===== src/rtl/cpu_pkg.sv =====
// Shared types for the pipeline sequencer: FSM states, PC source encodings,
// per-cycle pipeline control word and default parameter values.
package cpu_pkg;

   typedef enum logic [1:0] {
      ST_RUN        = 2'd0,
      ST_MEM_WAIT   = 2'd1,
      ST_HALT_DRAIN = 2'd2,
      ST_HALTED     = 2'd3
   } seq_state_t;

   localparam logic [1:0] PC_SRC_INC = 2'b00;
   localparam logic [1:0] PC_SRC_BR  = 2'b01;
   localparam logic [1:0] PC_SRC_JMP = 2'b10;

   localparam int DRAIN_CYCLES_DEF = 2;
   localparam int STALL_CNT_W_DEF  = 8;

   typedef struct packed {
      logic       pc_en;
      logic [1:0] pc_src;
      logic       if_id_en;
      logic       id_ex_en;
      logic       ex_m_en;
      logic       if_id_flush;
      logic       id_ex_bubble;
   } ctrl_t;

   localparam ctrl_t CTRL_RUN    = '{pc_en: 1'b1, pc_src: PC_SRC_INC, if_id_en: 1'b1, id_ex_en: 1'b1,
                                     ex_m_en: 1'b1, if_id_flush: 1'b0, id_ex_bubble: 1'b0};
   localparam ctrl_t CTRL_BRANCH = '{pc_en: 1'b1, pc_src: PC_SRC_BR, if_id_en: 1'b1, id_ex_en: 1'b1,
                                     ex_m_en: 1'b1, if_id_flush: 1'b1, id_ex_bubble: 1'b1};
   localparam ctrl_t CTRL_JUMP   = '{pc_en: 1'b1, pc_src: PC_SRC_JMP, if_id_en: 1'b1, id_ex_en: 1'b1,
                                     ex_m_en: 1'b1, if_id_flush: 1'b1, id_ex_bubble: 1'b0};
   // Front end frozen, bubble injected, back end keeps retiring.
   localparam ctrl_t CTRL_STALL  = '{pc_en: 1'b0, pc_src: PC_SRC_INC, if_id_en: 1'b0, id_ex_en: 1'b1,
                                     ex_m_en: 1'b1, if_id_flush: 1'b0, id_ex_bubble: 1'b1};
   localparam ctrl_t CTRL_FREEZE = '{pc_en: 1'b0, pc_src: PC_SRC_INC, if_id_en: 1'b0, id_ex_en: 1'b0,
                                     ex_m_en: 1'b0, if_id_flush: 1'b0, id_ex_bubble: 1'b0};
   localparam ctrl_t CTRL_RESET  = '{pc_en: 1'b0, pc_src: PC_SRC_INC, if_id_en: 1'b0, id_ex_en: 1'b0,
                                     ex_m_en: 1'b0, if_id_flush: 1'b1, id_ex_bubble: 1'b1};

endpackage


===== src/rtl/pipeline_sequencer_if.sv =====
// Hazard/control requests into the sequencer and pipeline register controls out.
// The sequencer side uses the slave modport; the requester/observer side uses master.
interface pipeline_sequencer_if #(
   parameter int STALL_CNT_W = cpu_pkg::STALL_CNT_W_DEF
);
   logic                   hazard_in;
   logic                   branch_taken_EX;
   logic                   jump_ID;
   logic                   halt_ID;
   logic                   mem_busy;
   logic                   resume;
   logic                   PC_en;
   logic [1:0]             PC_src;
   logic                   IF_ID_en;
   logic                   ID_EX_en;
   logic                   EX_M_en;
   logic                   IF_ID_flush;
   logic                   ID_EX_bubble;
   logic                   halted;
   logic [STALL_CNT_W-1:0] stall_count;

   modport slave (
      input  hazard_in, branch_taken_EX, jump_ID, halt_ID, mem_busy, resume,
      output PC_en, PC_src, IF_ID_en, ID_EX_en, EX_M_en, IF_ID_flush, ID_EX_bubble,
             halted, stall_count
   );

   modport master (
      output hazard_in, branch_taken_EX, jump_ID, halt_ID, mem_busy, resume,
      input  PC_en, PC_src, IF_ID_en, ID_EX_en, EX_M_en, IF_ID_flush, ID_EX_bubble,
             halted, stall_count
   );
endinterface


===== src/rtl/sat_counter.sv =====
// Saturating up-counter with synchronous clear; holds at all-ones once reached.
module sat_counter #(
   parameter int W = 8
) (
   input  logic         clk,
   input  logic         i_inc,
   input  logic         i_clr,
   output logic [W-1:0] o_count
);
   logic [W-1:0] r_count;

   always_ff @(posedge clk) begin
      if (i_clr)
         r_count <= '0;
      else if (i_inc && (r_count != '1))
         r_count <= r_count + W'(1);
   end

   assign o_count = r_count;
endmodule


===== src/rtl/pipeline_sequencer.sv =====
// Pipeline control FSM: combinational stall/flush/PC-select from state and requests,
// zero-latency decisions; mem_busy freezes every pipeline register.
module pipeline_sequencer
   import cpu_pkg::*;
#(
   parameter int DRAIN_CYCLES = DRAIN_CYCLES_DEF,
   parameter int STALL_CNT_W  = STALL_CNT_W_DEF
) (
   input  logic                 clk,
   input  logic                 rst,
   pipeline_sequencer_if.slave  bus
);
   localparam int DW = (DRAIN_CYCLES < 1) ? 1 : $clog2(DRAIN_CYCLES + 1);

   seq_state_t             r_state;
   seq_state_t             w_next;
   logic [DW-1:0]          r_drain;
   logic [DW-1:0]          w_drain_next;
   ctrl_t                  w_ctrl;
   logic                   w_stall_inc;
   logic [STALL_CNT_W-1:0] w_stall_count;

   always_ff @(posedge clk) begin
      if (rst) begin
         r_state <= ST_RUN;
         r_drain <= '0;
      end else begin
         r_state <= w_next;
         r_drain <= w_drain_next;
      end
   end

   always_comb begin
      w_ctrl       = CTRL_RUN;
      w_next       = r_state;
      w_drain_next = r_drain;
      case (r_state)
         // MEM_WAIT with memory ready behaves exactly like RUN in the same cycle.
         ST_RUN, ST_MEM_WAIT: begin
            w_next = ST_RUN;
            if (bus.mem_busy) begin
               w_ctrl = CTRL_FREEZE;
               w_next = ST_MEM_WAIT;
            end else if (bus.branch_taken_EX) begin
               w_ctrl = CTRL_BRANCH;
            end else if (bus.jump_ID) begin
               w_ctrl = CTRL_JUMP;
            end else if (bus.hazard_in) begin
               w_ctrl = CTRL_STALL;
            end else if (bus.halt_ID) begin
               w_ctrl       = CTRL_STALL;
               w_drain_next = DW'(DRAIN_CYCLES);
               w_next       = ST_HALT_DRAIN;
            end
         end
         ST_HALT_DRAIN: begin
            if (bus.mem_busy) begin
               w_ctrl = CTRL_FREEZE;
            end else if (bus.branch_taken_EX) begin
               w_ctrl = CTRL_BRANCH;
               w_next = ST_RUN;
            end else begin
               w_ctrl       = CTRL_STALL;
               w_drain_next = r_drain - DW'(1);
               if (r_drain <= DW'(1))
                  w_next = ST_HALTED;
            end
         end
         ST_HALTED: begin
            w_ctrl = CTRL_FREEZE;
            if (bus.resume)
               w_next = ST_RUN;
         end
         default: w_next = ST_RUN;
      endcase
      if (rst)
         w_ctrl = CTRL_RESET;
   end

   assign w_stall_inc = !w_ctrl.pc_en && (r_state != ST_HALTED);

   sat_counter #(.W(STALL_CNT_W)) u_stall_cnt (
      .clk     (clk),
      .i_inc   (w_stall_inc),
      .i_clr   (rst),
      .o_count (w_stall_count)
   );

   assign bus.PC_en        = w_ctrl.pc_en;
   assign bus.PC_src       = w_ctrl.pc_src;
   assign bus.IF_ID_en     = w_ctrl.if_id_en;
   assign bus.ID_EX_en     = w_ctrl.id_ex_en;
   assign bus.EX_M_en      = w_ctrl.ex_m_en;
   assign bus.IF_ID_flush  = w_ctrl.if_id_flush;
   assign bus.ID_EX_bubble = w_ctrl.id_ex_bubble;
   assign bus.halted       = (r_state == ST_HALTED) && !rst;
   assign bus.stall_count  = w_stall_count;
endmodule


===== src/flat_wrapper.sv =====
// flat-port wrapper written by rule: the top's interface ports become plain ports
module pipeline_sequencer_flat import cpu_pkg::*;
#(
   parameter int DRAIN_CYCLES = DRAIN_CYCLES_DEF,
   parameter int STALL_CNT_W  = STALL_CNT_W_DEF
)
  (clk, rst, bus_hazard_in, bus_branch_taken_EX, bus_jump_ID, bus_halt_ID, bus_mem_busy, bus_resume, bus_PC_en, bus_PC_src, bus_IF_ID_en, bus_ID_EX_en, bus_EX_M_en, bus_IF_ID_flush, bus_ID_EX_bubble, bus_halted, bus_stall_count);
  pipeline_sequencer_if #(.STALL_CNT_W(STALL_CNT_W)) bus_i ();
  input  logic clk;
  input  logic rst;
  input wire logic [$bits(bus_i.hazard_in)-1:0] bus_hazard_in;
  input wire logic [$bits(bus_i.branch_taken_EX)-1:0] bus_branch_taken_EX;
  input wire logic [$bits(bus_i.jump_ID)-1:0] bus_jump_ID;
  input wire logic [$bits(bus_i.halt_ID)-1:0] bus_halt_ID;
  input wire logic [$bits(bus_i.mem_busy)-1:0] bus_mem_busy;
  input wire logic [$bits(bus_i.resume)-1:0] bus_resume;
  output wire logic [$bits(bus_i.PC_en)-1:0] bus_PC_en;
  output wire logic [$bits(bus_i.PC_src)-1:0] bus_PC_src;
  output wire logic [$bits(bus_i.IF_ID_en)-1:0] bus_IF_ID_en;
  output wire logic [$bits(bus_i.ID_EX_en)-1:0] bus_ID_EX_en;
  output wire logic [$bits(bus_i.EX_M_en)-1:0] bus_EX_M_en;
  output wire logic [$bits(bus_i.IF_ID_flush)-1:0] bus_IF_ID_flush;
  output wire logic [$bits(bus_i.ID_EX_bubble)-1:0] bus_ID_EX_bubble;
  output wire logic [$bits(bus_i.halted)-1:0] bus_halted;
  output wire logic [$bits(bus_i.stall_count)-1:0] bus_stall_count;
  assign bus_i.hazard_in = bus_hazard_in;
  assign bus_i.branch_taken_EX = bus_branch_taken_EX;
  assign bus_i.jump_ID = bus_jump_ID;
  assign bus_i.halt_ID = bus_halt_ID;
  assign bus_i.mem_busy = bus_mem_busy;
  assign bus_i.resume = bus_resume;
  assign bus_PC_en = bus_i.PC_en;
  assign bus_PC_src = bus_i.PC_src;
  assign bus_IF_ID_en = bus_i.IF_ID_en;
  assign bus_ID_EX_en = bus_i.ID_EX_en;
  assign bus_EX_M_en = bus_i.EX_M_en;
  assign bus_IF_ID_flush = bus_i.IF_ID_flush;
  assign bus_ID_EX_bubble = bus_i.ID_EX_bubble;
  assign bus_halted = bus_i.halted;
  assign bus_stall_count = bus_i.stall_count;
  pipeline_sequencer #(.DRAIN_CYCLES(DRAIN_CYCLES), .STALL_CNT_W(STALL_CNT_W)) u_core (.clk(clk), .rst(rst), .bus(bus_i));
endmodule

===== config.mk =====
export PLATFORM = sky130hd
export DESIGN_NAME = pipeline_sequencer_flat
export DESIGN_NICKNAME = d
export VERILOG_FILES = /design/src/rtl/cpu_pkg.sv /design/src/rtl/pipeline_sequencer_if.sv /design/src/rtl/sat_counter.sv /design/src/rtl/pipeline_sequencer.sv /design/src/flat_wrapper.sv
export SDC_FILE = /design/constraint.sdc
export NUM_CORES = 1
export LEC_CHECK = 0
export CELL_PAD_IN_SITES_DETAIL_PLACEMENT = 1
export CELL_PAD_IN_SITES_GLOBAL_PLACEMENT = 1
export CORE_UTILIZATION = 34
export DETAILED_ROUTE_END_ITERATION = 12
export PLACE_DENSITY_LB_ADDON = 0.1
export SLEW_MARGIN = 20
export SYNTH_ARGS = -nofsm -noshare
export SYNTH_HDL_FRONTEND = slang
export SYNTH_SLANG_ARGS = --single-unit
export TNS_END_PERCENT = 100

===== constraint.sdc =====
create_clock -name clk -period 2.4 [get_ports clk]
set_input_delay 0.24 -clock clk [delete_from_list [all_inputs] [get_ports clk]]
set_output_delay 0.24 -clock clk [all_outputs]
set_load 0.01 [all_outputs]

* Word-level counts from Yosys, hierarchy flattened
Index checks and enable logic that the tools add are counted.
Storage, ports and cells: logic and storage cells 57, memory bits (read-only) 0, latch bits 0, register bits after elaboration 12, output and inout bits 17, bits of input ports 8, memories kept 0, bits in writable memories 0
Cells by class: add/subtract/negate cells 2, shift operators 0, mux-type cells 27, equal/unequal tests 14, bitwise logic cells 0, magnitude comparators 1, div/mod/pow operators 0, reduce and logical (&&, ||, !) cells 10, multiply operators 0
Operators with widths (count):
- $mux W8 | 8
- $mux W2 | 16
- $pmux W8 S3 | 1
- $ne A2 B2 Y1 const B | 9
- $add A8 B1 Y8 const B | 1
- $ne A8 B8 Y1 const B | 1
- $reduce_and A8 Y1 | 1
- $pmux W2 S3 | 1
- $eq A2 B2 Y1 const B | 2
- $pmux W2 S2 | 1
- $logic_and A1 B1 Y1 | 3
- $ne A3 B2 Y1 const B | 1
- $reduce_and A3 Y1 | 1
- $eq A2 B1 Y1 const B | 1
- $le A2 B1 Y1 const B | 1
- $logic_not A1 Y1 | 2
- $logic_not A2 Y1 | 1
- $reduce_bool A2 Y1 | 1
- $reduce_or A2 Y1 | 1
- $sub A2 B1 Y2 const B | 1

* Longest topological paths before layout
Gate-level depths: netlist of the first run.
word-level depth 10, depth in mapped cells 6, gate-level depth less buffers 5

* By module
A second synthesis of the first run with hierarchy kept.
Unflattened totals: cells, all modules 95, area, all modules 804.5 um^2
Modules (own cells, without submodules):
- sat_counter | cells each 46, instances 1, area each 430.4 um^2
- pipeline_sequencer | cells each 49, instances 1, area each 374.1 um^2

* Least setup slack after synthesis of the first run
Ideal clock, no wire load.
kind register to register, start point register u_core.r_state[0], end point register u_core.u_stall_cnt.r_count[5], in the netlist u_core.u_stall_cnt.o_count[5], slack 0.838 ns, path buffers 0, stages on the path, launching flop included 5, data arrival time 1.441 ns, path through dfxtp_1 and2_1 a221o_1 nor4_1 mux2_2
Between the ends: longest elaborated chain between the ends 7, elaborated cells between the ends (all ways) 11
Ends and longest elaborated chain:
- from (decl) | RTL line pipeline_sequencer.sv:15 | seq_state_t r_state;
- from (signal assigned) | RTL line pipeline_sequencer.sv:28 | r_state <= w_next;
- $eq A2 B1 Y1 / $logic_not A2 Y1 (equally long branches) | RTL line pipeline_sequencer.sv:37 | case (r_state)
- $reduce_or A2 Y1 | RTL line pipeline_sequencer.sv:37
- $pmux W8 S3 | RTL line pipeline_sequencer.sv:37
- $mux W8 | RTL line pipeline_sequencer.sv:76 | if (rst)
- $logic_not A1 Y1 | RTL line pipeline_sequencer.sv:80 | assign w_stall_inc = !w_ctrl.pc_en && (r_state != ST_HALTED);
- $logic_and A1 B1 Y1 * | RTL line pipeline_sequencer.sv:80
- $logic_and A1 B1 Y1 * | RTL line sat_counter.sv:15 | else if (i_inc && (r_count != '1))
- to (signal assigned) | RTL line sat_counter.sv:16 | r_count <= r_count + W'(1);
- to (decl) | RTL line sat_counter.sv:10 | logic [W-1:0] r_count;
Every way passes the cells marked *; elsewhere a longest branch is shown, timed or not. A chain may end at the register's enable or synchronous reset.

* Final worst setup path of the first run
start point input port rst, end point output port bus_PC_src[0]
Between the ends: longest elaborated chain between the ends 1
Ends and longest elaborated chain:
- from (decl) | RTL line flat_wrapper.sv:10 | input logic rst;
- $mux W8 | RTL line pipeline_sequencer.sv:76
- to (decl) | RTL line flat_wrapper.sv:18 | output wire logic [$bits(bus_i.PC_src)-1:0] bus_PC_src;
Every way passes these cells.

==> results.rst, run 1 <==
.. list-table::
   :header-rows: 1

   * - Metric
     - Value
   * - Post-synthesis area per instance
     - 7.684 um^2
   * - Mapped Nets
     - 109
   * - Synth area leaders
     - sky130_fd_sc_hd__dfxtp_1 32%, sky130_fd_sc_hd__nor2_1 5.4%, sky130_fd_sc_hd__a21oi_1 3.9%
   * - Class of the tightest hold or removal check
     - register to register
   * - Final net count
     - 134
   * - Worst-margin pin slew
     - 0.6229 ns
   * - Ant. Diodes
     - 0
   * - Number of endpoints failing setup at the final stage
     - 0
   * - Synth cell types
     - 33
   * - Clock latency of the later-clocked register in the worst-skew pair
     - 0.27 ns
   * - 1st-pass router iterations
     - 4
   * - Worst path setup slack after routing
     - 0.1611 ns
   * - Count of non-filler cells in the finished layout
     - 150
   * - Core outline area
     - 0.002042 mm^2
   * - Die X-Extent
     - 49.30 um
   * - Fraction of the cycle the final worst path needs
     - 0.9329
   * - Crit Path Class
     - input pin to output port
   * - Area fraction in compound gates after synthesis
     - 0.2303
   * - Critical register-to-register path startpoint
     - u_core.r_state[1]
   * - Time the final worst path needs with I/O delays and setup
     - 2.239 ns
   * - Arrival time reported for the critical path endpoint
     - 2.00 ns
   * - Placed Instances
     - 146
   * - Depth of the worst register-to-register path
     - 4
   * - Largest family of logic cells by synthesized area
     - simple AND/OR/NAND/NOR gates
   * - Total number of vias
     - 809
   * - Ranking of synthesized cells by instance count
     - 12 x sky130_fd_sc_hd__dfxtp_1, 11 x sky130_fd_sc_hd__nor2_1, 6 x sky130_fd_sc_hd__a21oi_1, 6 x sky130_fd_sc_hd__nand2_1
   * - Launch point of the worst path
     - rst
   * - Port bufs
     - 24
   * - Maximum root-to-sink buffer count
     - 2
   * - Minimum setup slack after placement
     - 0.1680 ns
   * - Category of the worst setup path launch point
     - input pin
   * - Global-route wire length before repair
     - 3622 um
   * - Worst EP required
     - 2.16 ns
   * - Mux cell area share after synthesis
     - 0.04276
   * - Routed len/inst
     - 14.16 um
   * - Vias in the first global route
     - 800
   * - Clk_skew
     - 0.002337 ns
   * - Lkg Pwr
     - 0.3705 nW
   * - Maximum vdd ir drop
     - 0.2569 mV
   * - Total of flip-flops plus latches after synthesis
     - 12
   * - Floorplan row count
     - 16
   * - Largest fanout on the critical path
     - 9
   * - Residual DRC
     - 0
   * - Start point of the worst min-delay path
     - u_core.u_stall_cnt.o_count[1]
   * - Count of maximum capacitance violations
     - 0
   * - Count of buffers added by post-CTS timing repair for setup
     - 0
   * - Final Hold Slack
     - 0.5027 ns
   * - Clock buffer count from CTS
     - 3
   * - Pins over their slew limit
     - 0
   * - Clock Root Buffer
     - sky130_fd_sc_hd__clkbuf_4
   * - Total Neg Setup Slack
     - 0 ns
   * - Effective utilization at floorplan
     - 0.3725
   * - Area share of and/or/nand/nor cells after synthesis
     - 0.3026
   * - Number of flops mapped to enable cells by yosys
     - 0
   * - Crit end category
     - output port
   * - Clock tree from TritonCTS
     - yes
   * - CTS-repair resized insts
     - 0
   * - Worst hold stages
     - 2
   * - Headroom to the max-slew limit
     - 0.5832
   * - Final hold violations
     - 0
   * - Power density relative to cell area
     - 449.9 mW/mm^2
   * - H-tree depth
     - 1
   * - Relative area change from synthesis to final layout
     - 38.65%
   * - Fraction of layout cells with a size suffix above 1
     - 0.07317
   * - I/O pins
     - 25
   * - Post-synth design cell area
     - 760.7 um^2
   * - Cell taking the most area after synthesis
     - sky130_fd_sc_hd__dfxtp_1
   * - Detail Placement HPWL
     - 1604 um
   * - Total detailed-routing wirelength
     - 2124 um
   * - Synth warnings
     - 0
   * - Post-cts hold buffer count
     - 0
   * - Run status
     - finished, final reports clean
   * - Sequential fraction of the synthesis area
     - 0.3158
   * - Antenna violations before repair
     - 0
   * - Via density
     - 5.393
   * - Synth Area in XOR/XNOR
     - 0
   * - Post-Synth Adder-Cell Area
     - 0.03289
   * - Sum of overflow across all layers after global routing
     - 0
   * - Dominant register cell in the synthesized netlist
     - sky130_fd_sc_hd__dfxtp_1
   * - Post-synthesis cell count
     - 99
   * - TritonCTS sink count
     - 12
   * - Dominant cell by count in the synthesized netlist
     - sky130_fd_sc_hd__dfxtp_1
   * - RSZ-0062 raised after global routing
     - no
   * - Chip height
     - 49.30 um
   * - Maximum clock rate
     - 0.4466 GHz
   * - Yosys top cell area share
     - 0.3158
   * - GRT Overall Usage
     - 0.1911
   * - Clock-pin transition on the worst setup and hold timing paths
     - 0.08 ns
   * - Routability cong.
     - 0.7943
   * - Number of DRC markers in iteration 0
     - 3
   * - Synth async-reset ratio
     - 0
   * - Number of routed nets with antenna violations
     - 0
   * - Maximum number of pins on one net before global-route repair
     - 14
   * - Die area
     - 0.002430 mm^2
==> flip-flops by register name, summed over array words and instances, names as in the netlist <==
signal	flops
u_core.u_stall_cnt.o_count	8
u_core.r_drain	2
u_core.r_state	2
==> logic make-up after synthesis <==
family	count (synthesis)
simple gates	44
mux	3
compound gates	26
fa+ha+maj	2
buf+inv	12
flops	12
==> critical path: stages <==
cell and delay [ns]:
sky130_fd_sc_hd__clkdlybuf4s50_1 0.54, sky130_fd_sc_hd__buf_4 0.24, sky130_fd_sc_hd__nor3_1 0.28, sky130_fd_sc_hd__and2_1 0.17, sky130_fd_sc_hd__clkdlybuf4s50_1 0.53
==> stage by stage <==
stage / utilization / area (um^2) / total power [mW]
6_report: 0.5165 / 1055 / 0.4746
3_3_place_gp: 0.4988 / 1018 / 0.3150
3_5_place_dp: 0.4988 / 1018 / 0.3187
5_1_grt: 0.5165 / 1055 / 0.5046
4_1_cts: 0.5165 / 1055 / 0.4816
2_1_floorplan: - / 760.7 / 0.2696
==> cell usage in the layout, fill, tap and decap left out, types with 2 or more instances in the layout <==
master | Yosys | final
sky130_fd_sc_hd__clkbuf_4 | 0 | 3
sky130_fd_sc_hd__nor3b_1 | 2 | 2
sky130_fd_sc_hd__a22oi_1 | 2 | 2
sky130_fd_sc_hd__o21ai_0 | 5 | 5
sky130_fd_sc_hd__mux2_2 | 2 | 2
sky130_fd_sc_hd__nand3_1 | 3 | 3
sky130_fd_sc_hd__or3_1 | 3 | 3
sky130_fd_sc_hd__a21oi_1 | 6 | 6
sky130_fd_sc_hd__o21bai_1 | 2 | 2
sky130_fd_sc_hd__buf_4 | 3 | 3
sky130_fd_sc_hd__nor4_1 | 3 | 3
sky130_fd_sc_hd__inv_1 | 5 | 5
sky130_fd_sc_hd__ha_1 | 2 | 2
sky130_fd_sc_hd__and2_1 | 4 | 4
sky130_fd_sc_hd__or4_1 | 3 | 3
sky130_fd_sc_hd__nor3_1 | 4 | 4
sky130_fd_sc_hd__clkdlybuf4s50_1 | 0 | 24
sky130_fd_sc_hd__nor2_1 | 11 | 11
sky130_fd_sc_hd__nand2b_1 | 2 | 2
sky130_fd_sc_hd__dfxtp_1 | 12 | 12
sky130_fd_sc_hd__nand2_1 | 6 | 6
sky130_fd_sc_hd__o31ai_1 | 4 | 4
==> cell type report <==
cell class                      count  area, um^2
Clock buffer                        4       36.28
Fill cell                         259       987.2
Inverter                            5       18.77
Multi-Input combinational cell     75       462.9
Sequential cell                    12       240.2
Tap cell                           27       33.78
Timing Repair Buffer               27       262.8
==> power breakdown <==
group	leakage, nW	switching (mW)	total [mW]	internal (mW)
combinational	0.252	0.0461	0.0983	0.0523
clock	0.0210	0.0694	0.162	0.0921
sequential	0.0975	0.00891	0.215	0.206
total	0.371	0.124	0.475	0.350
==> per-layer routing <==
metal | track usage | share of wire
met4 | 0.01471 | 0
met2 | 0.3128 | 0.46
met1 | 0.2538 | 0.50
met3 | 0.05919 | 0.039
met5 | 0 | 0
==> worst paths after layout <==
kind | endpoint | slack (ns)
worst min register to register | u_core.u_stall_cnt.o_count[1] | 0.50
worst min-delay path | u_core.u_stall_cnt.o_count[1] | 0.50
worst max-delay path | bus_PC_src[0] | 0.16
worst max register to register | u_core.u_stall_cnt.o_count[5] | 0.47
Note: power is estimated with default switching activity, not from simulation.
==> run 2: changes to the inputs <==
--- a/config.mk
+++ b/config.mk
@@ -9,7 +9,7 @@
 export CELL_PAD_IN_SITES_GLOBAL_PLACEMENT = 1
 export CORE_UTILIZATION = 34
 export DETAILED_ROUTE_END_ITERATION = 12
-export PLACE_DENSITY_LB_ADDON = 0.1
+export PLACE_DENSITY = 0.82
 export SLEW_MARGIN = 20
 export SYNTH_ARGS = -nofsm -noshare
 export SYNTH_HDL_FRONTEND = slang
==> results.rst, run 2 (synthesized netlist as in run 1, its figures left out) <==
.. list-table::
   :header-rows: 1

   * - Metric
     - Value
   * - Met3 track demand over resource
     - 0.05919
   * - Lkg Pwr
     - 0.3654 nW
   * - Cell seen most often among critical-path stages
     - sky130_fd_sc_hd__clkdlybuf4s50_1
   * - Crit end category
     - output port
   * - Global-route wire length before repair
     - 3636 um
   * - Run status
     - finished, final reports clean
   * - Worst-margin pin slew
     - 0.5705 ns
   * - H-tree depth
     - 1
   * - Vias in the first global route
     - 830
   * - Headroom to the max-slew limit
     - 0.6182
   * - Via density
     - 5.530
   * - Number of DRC markers in iteration 0
     - 8
   * - Worst EP required
     - 2.16 ns
   * - Fill cell count
     - 262
   * - Floorplan row count
     - 16
   * - TritonCTS sink count
     - 12
   * - Pins over their slew limit
     - 0
   * - Effective utilization at floorplan
     - 0.3725
   * - Commonest cells after routing, fill and taps aside
     - 24 x sky130_fd_sc_hd__clkdlybuf4s50_1, 12 x sky130_fd_sc_hd__dfxtp_1, 11 x sky130_fd_sc_hd__nor2_1, 6 x sky130_fd_sc_hd__nand2_1, 6 x sky130_fd_sc_hd__a21oi_1
   * - Number of routed nets with antenna violations
     - 0
   * - Routability cong.
     - 0.7463
   * - Port bufs
     - 24
   * - Post-cts hold buffer count
     - 0
   * - Clk_skew
     - 0.002383 ns
   * - Core outline area
     - 0.002042 mm^2
   * - Power density relative to cell area
     - 451.5 mW/mm^2
   * - Count of maximum capacitance violations
     - 0
   * - Fraction of layout cells with a size suffix above 1
     - 0.06557
   * - Clock Root Buffer
     - sky130_fd_sc_hd__clkbuf_4
   * - Fraction of the cycle the final worst path needs
     - 0.8964
   * - Critical-path cell list
     - clkdlybuf4s50_1 > nor2_1 > o21a_1 > o21ai_0 > clkdlybuf4s50_1
   * - Category of the worst setup path launch point
     - input pin
   * - GRT Overall Usage
     - 0.1956
   * - Met1 GRT Util
     - 0.2344
   * - Relative area change from synthesis to final layout
     - 37.66%
   * - Residual DRC
     - 0
   * - Clock latency of the later-clocked register in the worst-skew pair
     - 0.28 ns
   * - Clock buffer count from CTS
     - 3
   * - Met2 usage in global routing
     - 0.3288
   * - Maximum vdd ir drop
     - 0.2711 mV
   * - Ant. Diodes
     - 0
   * - Clock-pin transition on the worst setup and hold timing paths
     - 0.07 ns
   * - Post-layout power
     - 0.4729 mW
   * - Total number of vias
     - 824
   * - Total Neg Setup Slack
     - 0 ns
   * - Clock tree from TritonCTS
     - yes
   * - I/O pins
     - 25
   * - Most crowded layer after global routing
     - met2
   * - Antenna violations before repair
     - 0
   * - RSZ-0062 raised after global routing
     - no
   * - Detail Placement HPWL
     - 1488 um
   * - Maximum root-to-sink buffer count
     - 2
   * - 1st-pass router iterations
     - 4
   * - Time the final worst path needs with I/O delays and setup
     - 2.151 ns
   * - Maximum number of pins on one net before global-route repair
     - 15
   * - Die area
     - 0.002430 mm^2
   * - Arrival time reported for the critical path endpoint
     - 1.91 ns
   * - Routed len/inst
     - 13.63 um
   * - Slowest stage delay, CP
     - 0.69 ns
   * - Number of endpoints failing setup at the final stage
     - 0
   * - CTS-repair resized insts
     - 0
   * - Maximum clock rate
     - 0.4648 GHz
   * - Crit Path Class
     - input pin to output port
   * - Largest fanout on the critical path
     - 11
   * - Slowest library cell on the worst path
     - sky130_fd_sc_hd__clkdlybuf4s50_1
   * - Final net count
     - 133
   * - Number of flip-flops under the largest register name
     - 8
   * - Sum of overflow across all layers after global routing
     - 0
   * - Count of buffers added by post-CTS timing repair for setup
     - 0
   * - Final hold violations
     - 0
   * - Chip height
     - 49.30 um
   * - Class of the tightest hold or removal check
     - register to register
   * - Die X-Extent
     - 49.30 um
   * - Total detailed-routing wirelength
     - 2031 um
   * - Final design utilization
     - 0.5129
   * - Commonest non-fill, non-tap cell in the layout
     - sky130_fd_sc_hd__clkdlybuf4s50_1
run 2: cell types whose count changed in the layout (fill, tap and decap cells not counted):
cell,previous run,this run
sky130_fd_sc_hd__buf_4,3,2
run 2: cell type report:
class / instances / area, um^2 / share of cell area
multi-input combinational: 75 / 462.9 / 0.4421
sequential: 12 / 240.2 / 0.2294
timing repair buffer: 26 / 255.2 / 0.2437
tap: 27 / 33.78 / 0.03226
clock buffer: 4 / 36.28 / 0.03465
inverter: 5 / 18.77 / 0.01792
run 2: routing by layer:
layer | up-vias | wire, um | share of wire
met4 | 0 | 8 | 0.0039
met5 | - | 0 | 0
met3 | 2 | 81 | 0.040
li1 | 408 | - | -
met2 | 16 | 989 | 0.49
met1 | 398 | 950 | 0.47
run 2: critical path, delay by kind of cell:
kind | cells | cell delay, ns
and+or+nand+nor | 1 | 0.10
AOI/OAI and AO/OA | 2 | 0.31
buffers and inverters | 2 | 1.25
run 2: worst paths after layout:
kind / startpoint / slack, ns / cells after the start / to
setup reg to reg: u_core.r_state[1] / 0.39 / 4 / u_core.u_stall_cnt.o_count[5]
hold / removal: u_core.u_stall_cnt.o_count[7] / 0.51 / 2 / u_core.u_stall_cnt.o_count[7]
setup / recovery: bus_branch_taken_EX / 0.25 / 5 / bus_IF_ID_flush
hold reg to reg: u_core.u_stall_cnt.o_count[7] / 0.51 / 2 / u_core.u_stall_cnt.o_count[7]
run 2: per-stage QoR:
step | hold slack [ns] | cells | area [um^2] | setup slack [ns]
finish | 0.5125 | 149 | 1047 | 0.2487
global route | 0.5528 | 149 | 1047 | 0.1528
CTS | 0.5189 | 149 | 1047 | 0.2367
detailed placement | 0.5094 | 145 | 1011 | 0.1298
global placement | 0.4715 | 145 | 1011 | 0.2007
floorplan | 0.4541 | 99 | 760.7 | 0.8380
run 2: power breakdown:
part | switching (mW) | total [mW] | leakage, nW | internal, mW
logic | 0.0461 | 0.0968 | 0.247 | 0.0508
clock network | 0.0689 | 0.161 | 0.0210 | 0.0923
registers | 0.00905 | 0.215 | 0.0975 | 0.206
==> run 3: changes to the inputs <==
--- a/config.mk
+++ b/config.mk
@@ -9,6 +9,7 @@
 export CELL_PAD_IN_SITES_GLOBAL_PLACEMENT = 1
 export CORE_UTILIZATION = 34
 export DETAILED_ROUTE_END_ITERATION = 12
+export HOLD_SLACK_MARGIN = 0.02
 export PLACE_DENSITY = 0.82
 export SLEW_MARGIN = 20
 export SYNTH_ARGS = -nofsm -noshare
==> results of run 3 <==
Same layout as run 2: the final DEF is identical, and so are final timing and power.
